--- config.mk ---
export PLATFORM = sky130hd
export DESIGN_NAME = fir_stream_ctrl
export DESIGN_NICKNAME = d
export VERILOG_FILES = /design/src/rtl/fir_stream_ctrl.sv
export SDC_FILE = /design/constraint.sdc
export NUM_CORES = 1
export LEC_CHECK = 0
export CAP_MARGIN = 20
export CORE_ASPECT_RATIO = 1.2
export CORE_MARGIN = 4
export CORE_UTILIZATION = 59
export CTS_CLUSTER_DIAMETER = 200
export DETAILED_ROUTE_END_ITERATION = 12
export PLACE_DENSITY = 0.83
export SLEW_MARGIN = 20
export SYNTH_ARGS = -nofsm -noshare
export SYNTH_HDL_FRONTEND = slang
export SYNTH_SLANG_ARGS = --single-unit
--- constraint.sdc ---
create_clock -name clk -period 3.2 [get_ports clk]
set_input_delay 0.32 -clock clk [delete_from_list [all_inputs] [get_ports clk]]
set_output_delay 0.32 -clock clk [all_outputs]
set_load 0.01 [all_outputs]
--- src/rtl/fir_stream_ctrl.sv ---
// Stream front/back end for a free-running 5-tap FIR: frames in, TAPS-1 zero flush, tagged
// capture, optional divide-by-10 normalizer (FIR_CTRL_NORM_EN), FWFT output FIFO.
//   state   | meaning
//   S_IDLE  | waiting for first sample of a frame
//   S_RUN   | accepting frame samples until s_last
//   S_FLUSH | injecting TAPS-1 tagged zeros to finish the convolution
//   S_DRAIN | waiting for tagged results still in the filter/normalizer
module fir_stream_ctrl #(
  parameter int signalSize = 32,
  parameter int TAPS       = 5,
  parameter int FILT_LAT   = 4,
  parameter int FIFO_DEPTH = 16
) (
  input  logic                  clk,
  input  logic                  rst,
  input  logic                  s_valid,
  output logic                  s_ready,
  input  logic                  s_last,
  input  logic [signalSize-1:0] s_data,
  output logic [signalSize-1:0] f_in,
  input  logic [signalSize-1:0] f_out,
  output logic                  m_valid,
  input  logic                  m_ready,
  output logic                  m_last,
  output logic [signalSize-1:0] m_data,
  output logic                  busy,
  output logic                  underrun
);

  localparam int AW  = $clog2(FIFO_DEPTH);
  localparam int CW  = AW + 1;
  localparam int FCW = $clog2(TAPS);

  typedef enum logic [1:0] {S_IDLE, S_RUN, S_FLUSH, S_DRAIN} state_t;

  state_t                state_q, state_d;
  logic [FCW-1:0]        flush_cnt_q, flush_cnt_d;
  logic                  underrun_q, underrun_d;
  logic                  en_q;
  logic [FILT_LAT-1:0]   tag_q, tag_last_q;
  logic                  tag_in, tag_last_in;
  logic [CW-1:0]         inflight, norm_busy, fifo_cnt_q;
  logic [CW:0]           occ;
  logic                  have_space, accept;
  logic                  push, push_last, pop, fifo_full;
  logic [signalSize-1:0] push_data;
  logic [AW-1:0]         wr_ptr_q, rd_ptr_q;
  logic [signalSize:0]   mem [FIFO_DEPTH];
  logic [signalSize:0]   rd_word;

`ifdef FIR_CTRL_NORM_EN
  // Unsigned /10 as multiply by ceil(2^(N+3)/10) and shift; exact for magnitudes up to 2^N-1.
  localparam logic [2*signalSize+3:0] RECIP =
    ((2*signalSize+4)'(1) << (signalSize + 3)) / 10 + 1;

  logic                    n1_v_q, n1_neg_q, n1_last_q;
  logic                    n2_v_q, n2_last_q;
  logic [signalSize-1:0]   n1_mag_q, n2_data_q, quot;
  logic [2*signalSize+3:0] prod;

  always_comb begin
    prod = {{(signalSize+4){1'b0}}, n1_mag_q} * RECIP;
    quot = signalSize'(prod >> (signalSize + 3));
  end

  always_ff @(posedge clk or negedge rst) begin
    if (!rst) begin
      n1_v_q    <= 1'b0;
      n1_neg_q  <= 1'b0;
      n1_last_q <= 1'b0;
      n1_mag_q  <= '0;
      n2_v_q    <= 1'b0;
      n2_last_q <= 1'b0;
      n2_data_q <= '0;
    end else begin
      n1_v_q    <= tag_q[FILT_LAT-1];
      n1_last_q <= tag_last_q[FILT_LAT-1];
      n1_neg_q  <= f_out[signalSize-1];
      n1_mag_q  <= f_out[signalSize-1] ? -f_out : f_out;
      n2_v_q    <= n1_v_q;
      n2_last_q <= n1_last_q;
      n2_data_q <= n1_neg_q ? -quot : quot;
    end
  end

  assign norm_busy = CW'(n1_v_q) + CW'(n2_v_q);
  assign push      = n2_v_q;
  assign push_last = n2_last_q;
  assign push_data = n2_data_q;
`else
  assign norm_busy = '0;
  assign push      = tag_q[FILT_LAT-1];
  assign push_last = tag_last_q[FILT_LAT-1];
  assign push_data = f_out;
`endif

  always_comb begin
    inflight = norm_busy;
    for (int i = 0; i < FILT_LAT; i++)
      inflight = inflight + CW'(tag_q[i]);
  end

  // Every tag issued is guaranteed a FIFO slot, so the FIFO can never overflow.
  assign occ        = {1'b0, fifo_cnt_q} + {1'b0, inflight};
  assign have_space = (occ < (CW+1)'(FIFO_DEPTH));
  assign s_ready    = en_q && (state_q == S_IDLE || state_q == S_RUN) && have_space;
  assign accept     = s_valid && s_ready;
  assign f_in       = accept ? s_data : '0;

  always_comb begin
    state_d     = state_q;
    flush_cnt_d = flush_cnt_q;
    underrun_d  = underrun_q;
    tag_in      = 1'b0;
    tag_last_in = 1'b0;
    case (state_q)
      S_IDLE, S_RUN: begin
        if (accept) begin
          tag_in = 1'b1;
          if (s_last) begin
            state_d     = S_FLUSH;
            flush_cnt_d = FCW'(TAPS - 1);
          end else begin
            state_d = S_RUN;
          end
        end else if (state_q == S_RUN) begin
          underrun_d = 1'b1;
        end
      end
      S_FLUSH: begin
        if (have_space) begin
          tag_in      = 1'b1;
          flush_cnt_d = flush_cnt_q - 1'b1;
          if (flush_cnt_q == FCW'(1)) begin
            tag_last_in = 1'b1;
            state_d     = S_DRAIN;
          end
        end
      end
      S_DRAIN: begin
        if (inflight == '0)
          state_d = S_IDLE;
      end
      default: state_d = S_IDLE;
    endcase
  end

  always_ff @(posedge clk or negedge rst) begin
    if (!rst) begin
      state_q     <= S_IDLE;
      flush_cnt_q <= '0;
      underrun_q  <= 1'b0;
      en_q        <= 1'b0;
      tag_q       <= '0;
      tag_last_q  <= '0;
    end else begin
      state_q     <= state_d;
      flush_cnt_q <= flush_cnt_d;
      underrun_q  <= underrun_d;
      en_q        <= 1'b1;
      tag_q       <= {tag_q[FILT_LAT-2:0], tag_in};
      tag_last_q  <= {tag_last_q[FILT_LAT-2:0], tag_last_in};
    end
  end

  assign fifo_full = (fifo_cnt_q == CW'(FIFO_DEPTH));
  assign m_valid   = (fifo_cnt_q != '0);
  assign pop       = m_valid && m_ready;
  assign rd_word   = mem[rd_ptr_q];
  assign m_data    = m_valid ? rd_word[signalSize-1:0] : '0;
  assign m_last    = m_valid && rd_word[signalSize];
  assign busy      = (state_q != S_IDLE) || (inflight != '0) || m_valid;
  assign underrun  = underrun_q;

  always_ff @(posedge clk) begin
    if (push)
      mem[wr_ptr_q] <= {push_last, push_data};
  end

  always_ff @(posedge clk or negedge rst) begin
    if (!rst) begin
      wr_ptr_q   <= '0;
      rd_ptr_q   <= '0;
      fifo_cnt_q <= '0;
    end else begin
      if (push)
        wr_ptr_q <= wr_ptr_q + 1'b1;
      if (pop)
        rd_ptr_q <= rd_ptr_q + 1'b1;
      fifo_cnt_q <= fifo_cnt_q + CW'(push) - CW'(pop);
    end
  end

  a_no_overflow: assert property (@(posedge clk) disable iff (!rst) !(push && fifo_full));

endmodule
[Word level (Yosys, flattened, before mapping)]
Memory sizes are Yosys's and may differ from the RTL's.
Index checks and enable logic that the tools add are counted.
Operators by class
  reductions and logical operators: 18
  $lt $le $gt $ge: 1
  add/subtract/negate cells: 9
  bitwise logic cells: 1
  multiplexer cells: 20
  eq/ne operators: 9
Operators by type and width (count)
  2-to-1 mux 32 bit: 2
  2-to-1 mux 2 bit: 5
  != test 2 bit (second input constant): 5
  nonzero test 5 bit: 2
  2-to-1 mux 3 bit: 3
  adder 4 x 1 -> 4 bit (second input constant): 2
  AND reduction 4 bit: 2
  2-to-1 mux 1 bit: 7
  adder 5 x 4 -> 6 bit: 1
  less-than comparator 6 x 5 -> 1 bit (second input constant): 1
  case mux 2 bit (3 select lines): 1
  case mux 3 bit (2 select lines): 1
  adder 5 x 1 -> 5 bit: 1
  logical AND 1 bit: 5
  logical NOT 5 bit: 1
  subtractor 5 x 1 -> 5 bit: 1
  adder 3 x 1 -> 4 bit: 1
  == test 2 bit (second input constant): 2
  nonzero test 2 bit: 2
  adder 2 x 1 -> 3 bit: 1
  == test 3 x 1 -> 1 bit (second input constant): 1
  logical OR 1 bit: 3
  AND reduction 3 bit: 1
  subtractor 3 x 1 -> 3 bit (second input constant): 1
  other kinds (6): 6
Word-level totals
  memories: 1
  register bits: 28
  memory bits (writable): 528
  word-level logic and storage cells: 68
  input port bits: 69
Memory list
  mem: words 16, width 33, rd ports 1, clocked after memory_dff 0, wr ports 1, line 48  | logic [signalSize:0] mem [FIFO_DEPTH];

[Logic depth before layout (Yosys ltp)]
  depth after elaboration: 9
  depth in mapped cells: 14
  depth with buffers taken out: 13

[Worst setup path after synthesis]
No wires, ideal clock.
  path kind: flip-flop to output port
  start point: register tag_q[3]
  end point: output f_in[22]
  arrival time: 2.696 ns
  data required time: 2.880 ns
  slack: 0.184 ns
  cell stages (with the launch flop): 12
  cell sequence: dfrtp_1 inv_1 fa_1 inv_1 ha_1 ha_1 ha_1 nand4_1 a21o_1 a31oi_2 clkbuf_1 and2_1
On the way
  longest elaborated chain between the ends: 6
Ends and longest elaborated chain
  start: declaration: line 40  | logic [FILT_LAT-1:0] tag_q, tag_last_q;
  start signal: assignment: line 161  | tag_q <= {tag_q[FILT_LAT-2:0], tag_in};
  adder 3 x 1 -> 4 bit: line 100  | inflight = inflight + CW'(tag_q[i]);
  adder 5 x 4 -> 6 bit: line 104  | assign occ = {1'b0, fifo_cnt_q} + {1'b0, inflight};
  less-than comparator 6 x 5 -> 1 bit: line 105  | assign have_space = (occ < (CW+1)'(FIFO_DEPTH));
  logical AND 1 bit: line 106  | assign s_ready = en_q && (state_q == S_IDLE || state_q == S_RUN) && have_space;
  logical AND 1 bit: line 107  | assign accept = s_valid && s_ready;
  2-to-1 mux 32 bit: line 108  | assign f_in = accept ? s_data : '0;
  end: declaration: line 20  | output logic [signalSize-1:0] f_in,
No other way between the ends.

[Worst setup path after layout]
  start point: register tag_q[1]
  end point: output f_in[26]
On the way
  longest elaborated chain between the ends: 8
Ends and longest elaborated chain (line)
  adder 1 x 1 -> 2 bit: 100
  adder 2 x 1 -> 3 bit: 100
  adder 3 x 1 -> 4 bit: 100
  adder 5 x 4 -> 6 bit: 104
  less-than comparator 6 x 5 -> 1 bit: 105
  logical AND 1 bit: 106
  logical AND 1 bit: 107
  2-to-1 mux 32 bit: 108
No other way between the ends.

==> metrics <==
status finished with violations; failing checks setup timing; Worst-path clk slew 0.06 ns; ratio of total power to cell area roughly 870 nW/µm²; vias in the first global route 12100; area of the multi-input gates 5090 µm²; Initial DRC Count 1513; CTS Root Cell clkbuf_16; initial core utilization 60.2%; Mapped Nets between 1000 and 1500; layout cells sized above 1 30.0%; top cells by area, synth edfxtp_1 (73%), mux4_2 (14%), dfrtp_1 (3.2%), mux2i_1 (3.0%), and2_1 (1.2%); Layout fillers 1913; GRT Util Overall 28.6%; Final Max Slew Viols 0; Final Net Count between 1000 and 1500; most frequent cells in the layout edfxtp_1 (528), mux4_2 (132), clkdlybuf4s50_1 (75), mux2i_1 (66), clkbuf_16 (54); placed cell count 1591; largest net degree at the start of global routing 41; first-pass GRT wire length approximately 82000 µm; endpoint type of the worst setup path primary output; DP Worst Slack -0.353 ns; Sink Count 556; Post-Synth Simple-Gate Area 2.36%; Tightest Pin Transition 0.715 ns; Critical Path Start Type flip-flop; asr flop ratio synth 5.04%; main combinational cell family by area after synthesis multiplexers; EDFF count, synth 528; worst path required time 2.88 ns; Fmax achieved around 0.27 GHz; DR WL/cell 32.7 µm; non-filler cells, final ~1700; Worst-Skew Late Latency 0.59 ns; GRT overflow 0; worst-path maximum fanout 4; crit share post-route 115%; Synth Area per Inst 21.8 µm²; Util after Layout about three quarters; DRC Markers 0; Slew HR about 52%; CTS tree yes; Detailed Route WL 56200 µm; Synth Warn # 0; unrepaired setup endpoints after global routing true; worst min path class input pin to asynchronous set/reset pin; synthesized instance count 1000; placed inst area 24100 µm²; Post-Synth XOR/XNOR Area 0.361%; Synth cell types 45; mapped cell area around 22000 µm²; IO Pins 138; total CTS buffers 51; Clock Skew between 0.02 and 0.025 ns; IO buf count 137; FF+latch area between 15000 and 20000 µm²; Antenna Nets Post-Route 0; # rows 76; CTS max path bufs 3; Synth area leader edfxtp_1; Max-cap violations 0; CP Class flip-flop to primary output; final hold vios 0; synth-to-layout area growth 21.6%; total core area 36200 µm²; initial antenna violation count 2; Setup WS post-layout -0.480 ns; commonest non-fill, non-tap cell in the layout edfxtp_1; Leakage Power just over 9 nW; post-synthesis register bit count ~560; share of Yosys cell area claimed by the top area cell type 72.7%; H-tree lvl count 2; crit path DAT 3.36 ns; worst vdd ir 0.466 mV; Setup TNS -15.00 ns; Vias/cell 6.65; Synth Area in Compound Gates 1.65%; hold_ws 0.177 ns; cell area after layout 26500 µm²; mux share of post-synthesis cell area 16.7%; die area 40100 µm²; top_reg_cell synth edfxtp_1; final worst path period need about 3.7 ns; die height 219 µm; RePlAce Congestion between 0.7 and 0.8; setup violators final 34; Die W 184 µm; 1st-pass router iterations 5; sequential area share after synthesis around 76%; CTS Hold Bufs 0; DP HPWL roughly 26000 µm; Power Total 23.0 mW; adder-cell share of the synthesized area 1.22%; routed vias 11400
final cells by class:
| class | instances | share of cell area, % |
|---|---|---|
| clock buffers | 62 | 5.13 |
| repair buffers | 209 | 9.61 |
| multi-input cells | 368 | 19.2 |
| well taps | 468 | 2.21 |
| diodes | 2 | 0.0189 |
| clock inverters | 32 | 1.02 |
| inverters | 24 | 0.340 |
| flip-flops and latches | 556 | 62.5 |
flip-flops by register name, indices dropped and copies added (netlist names):
signal	count
wr_ptr_q	4
rd_ptr_q	4
tag_last_q	4
en_q	1
underrun	1
state_q	2
flush_cnt_q	3
mem	528
fifo_cnt_q	5
tag_q	4
layer usage:
layer,GRT usage (%),vias up,part of all wire [%]
met4,11.3,2,4.4
li1,-,4567,-
met1,35.4,5873,33
met5,0,-,0.023
met3,6.34,166,9.7
met2,49.4,840,53
worst max-delay path: stages (launching register included):
cell       delay, ns
dfrtp_1         0.35
inv_2           0.04
fa_1            0.53
inv_1           0.05
ha_2            0.18
ha_4            0.22
ha_4            0.25
nand4_1         0.13
a21o_1          0.25
a31oi_4         0.23
buf_6           0.17
clkbuf_16       0.15
and2_4          0.14
buf_6           0.09
kinds of logic (layout without fill, tap and decap cells):
group	Yosys count	count (layout)
multiplexers	199	199
other	1	3
flip-flops	556	556
XOR/XNOR	9	9
adder cells (fa/ha/maj)	20	20
buffers and inverters	76	327
AND/OR/NAND/NOR	85	85
AO/OA/AOI/OAI	54	54
repair_timing:
action                     in CTS  in global routing
setup endpoints to repair      65                 53
setup buffers                  18                  7
gates resized for setup       184                 73
cloned                         10                  1
pin swaps                      10                 29
path summary, 6_finish.rpt:
path | slack [ns] | endpoint | depth (start not counted) | from
max | -0.48 | f_in[26] | 13 | tag_q[1]$_DFF_PN0_
min in group clk | 0.35 | tag_last_q[3]$_DFF_PN0_ | 0 | tag_last_q[2]$_DFF_PN0_
max reg2reg | 0.14 | fifo_cnt_q[4]$_DFF_PN0_ | 14 | fifo_cnt_q[2]$_DFF_PN0_
max in group asynchronous | 2.36 | tag_last_q[2]$_DFF_PN0_ | 2 | rst
min | 0.18 | en_q$_DFF_PN0_ | 1 | rst
min reg2reg | 0.35 | tag_last_q[3]$_DFF_PN0_ | 0 | tag_last_q[2]$_DFF_PN0_
cell usage after synthesis, drive strengths merged (2+ instances only):
library cell / number
edfxtp: 528
mux4: 132
mux2i: 66
and2: 43
buf: 34
o22ai: 33
dfrtp: 28
inv: 24
clkbuf: 18
ha: 18
nor2: 7
a21oi: 6
and3: 6
nand2: 6
nor3: 6
xnor2: 6
a22o: 3
nand3: 3
nand3b: 3
nand4: 3
xor2: 3
a21o: 2
fa: 2
nor4: 2
o21ai: 2
or4b: 2
where the power goes:
part	leakage [nW]	internal (mW)	switching (mW)
sequential	5.08	8.44	0.423
clock	0.797	3.42	2.61
combinational	3.25	4.17	3.92
total	9.13	16.0	6.96
Note: power is estimated with default switching activity, not from simulation.
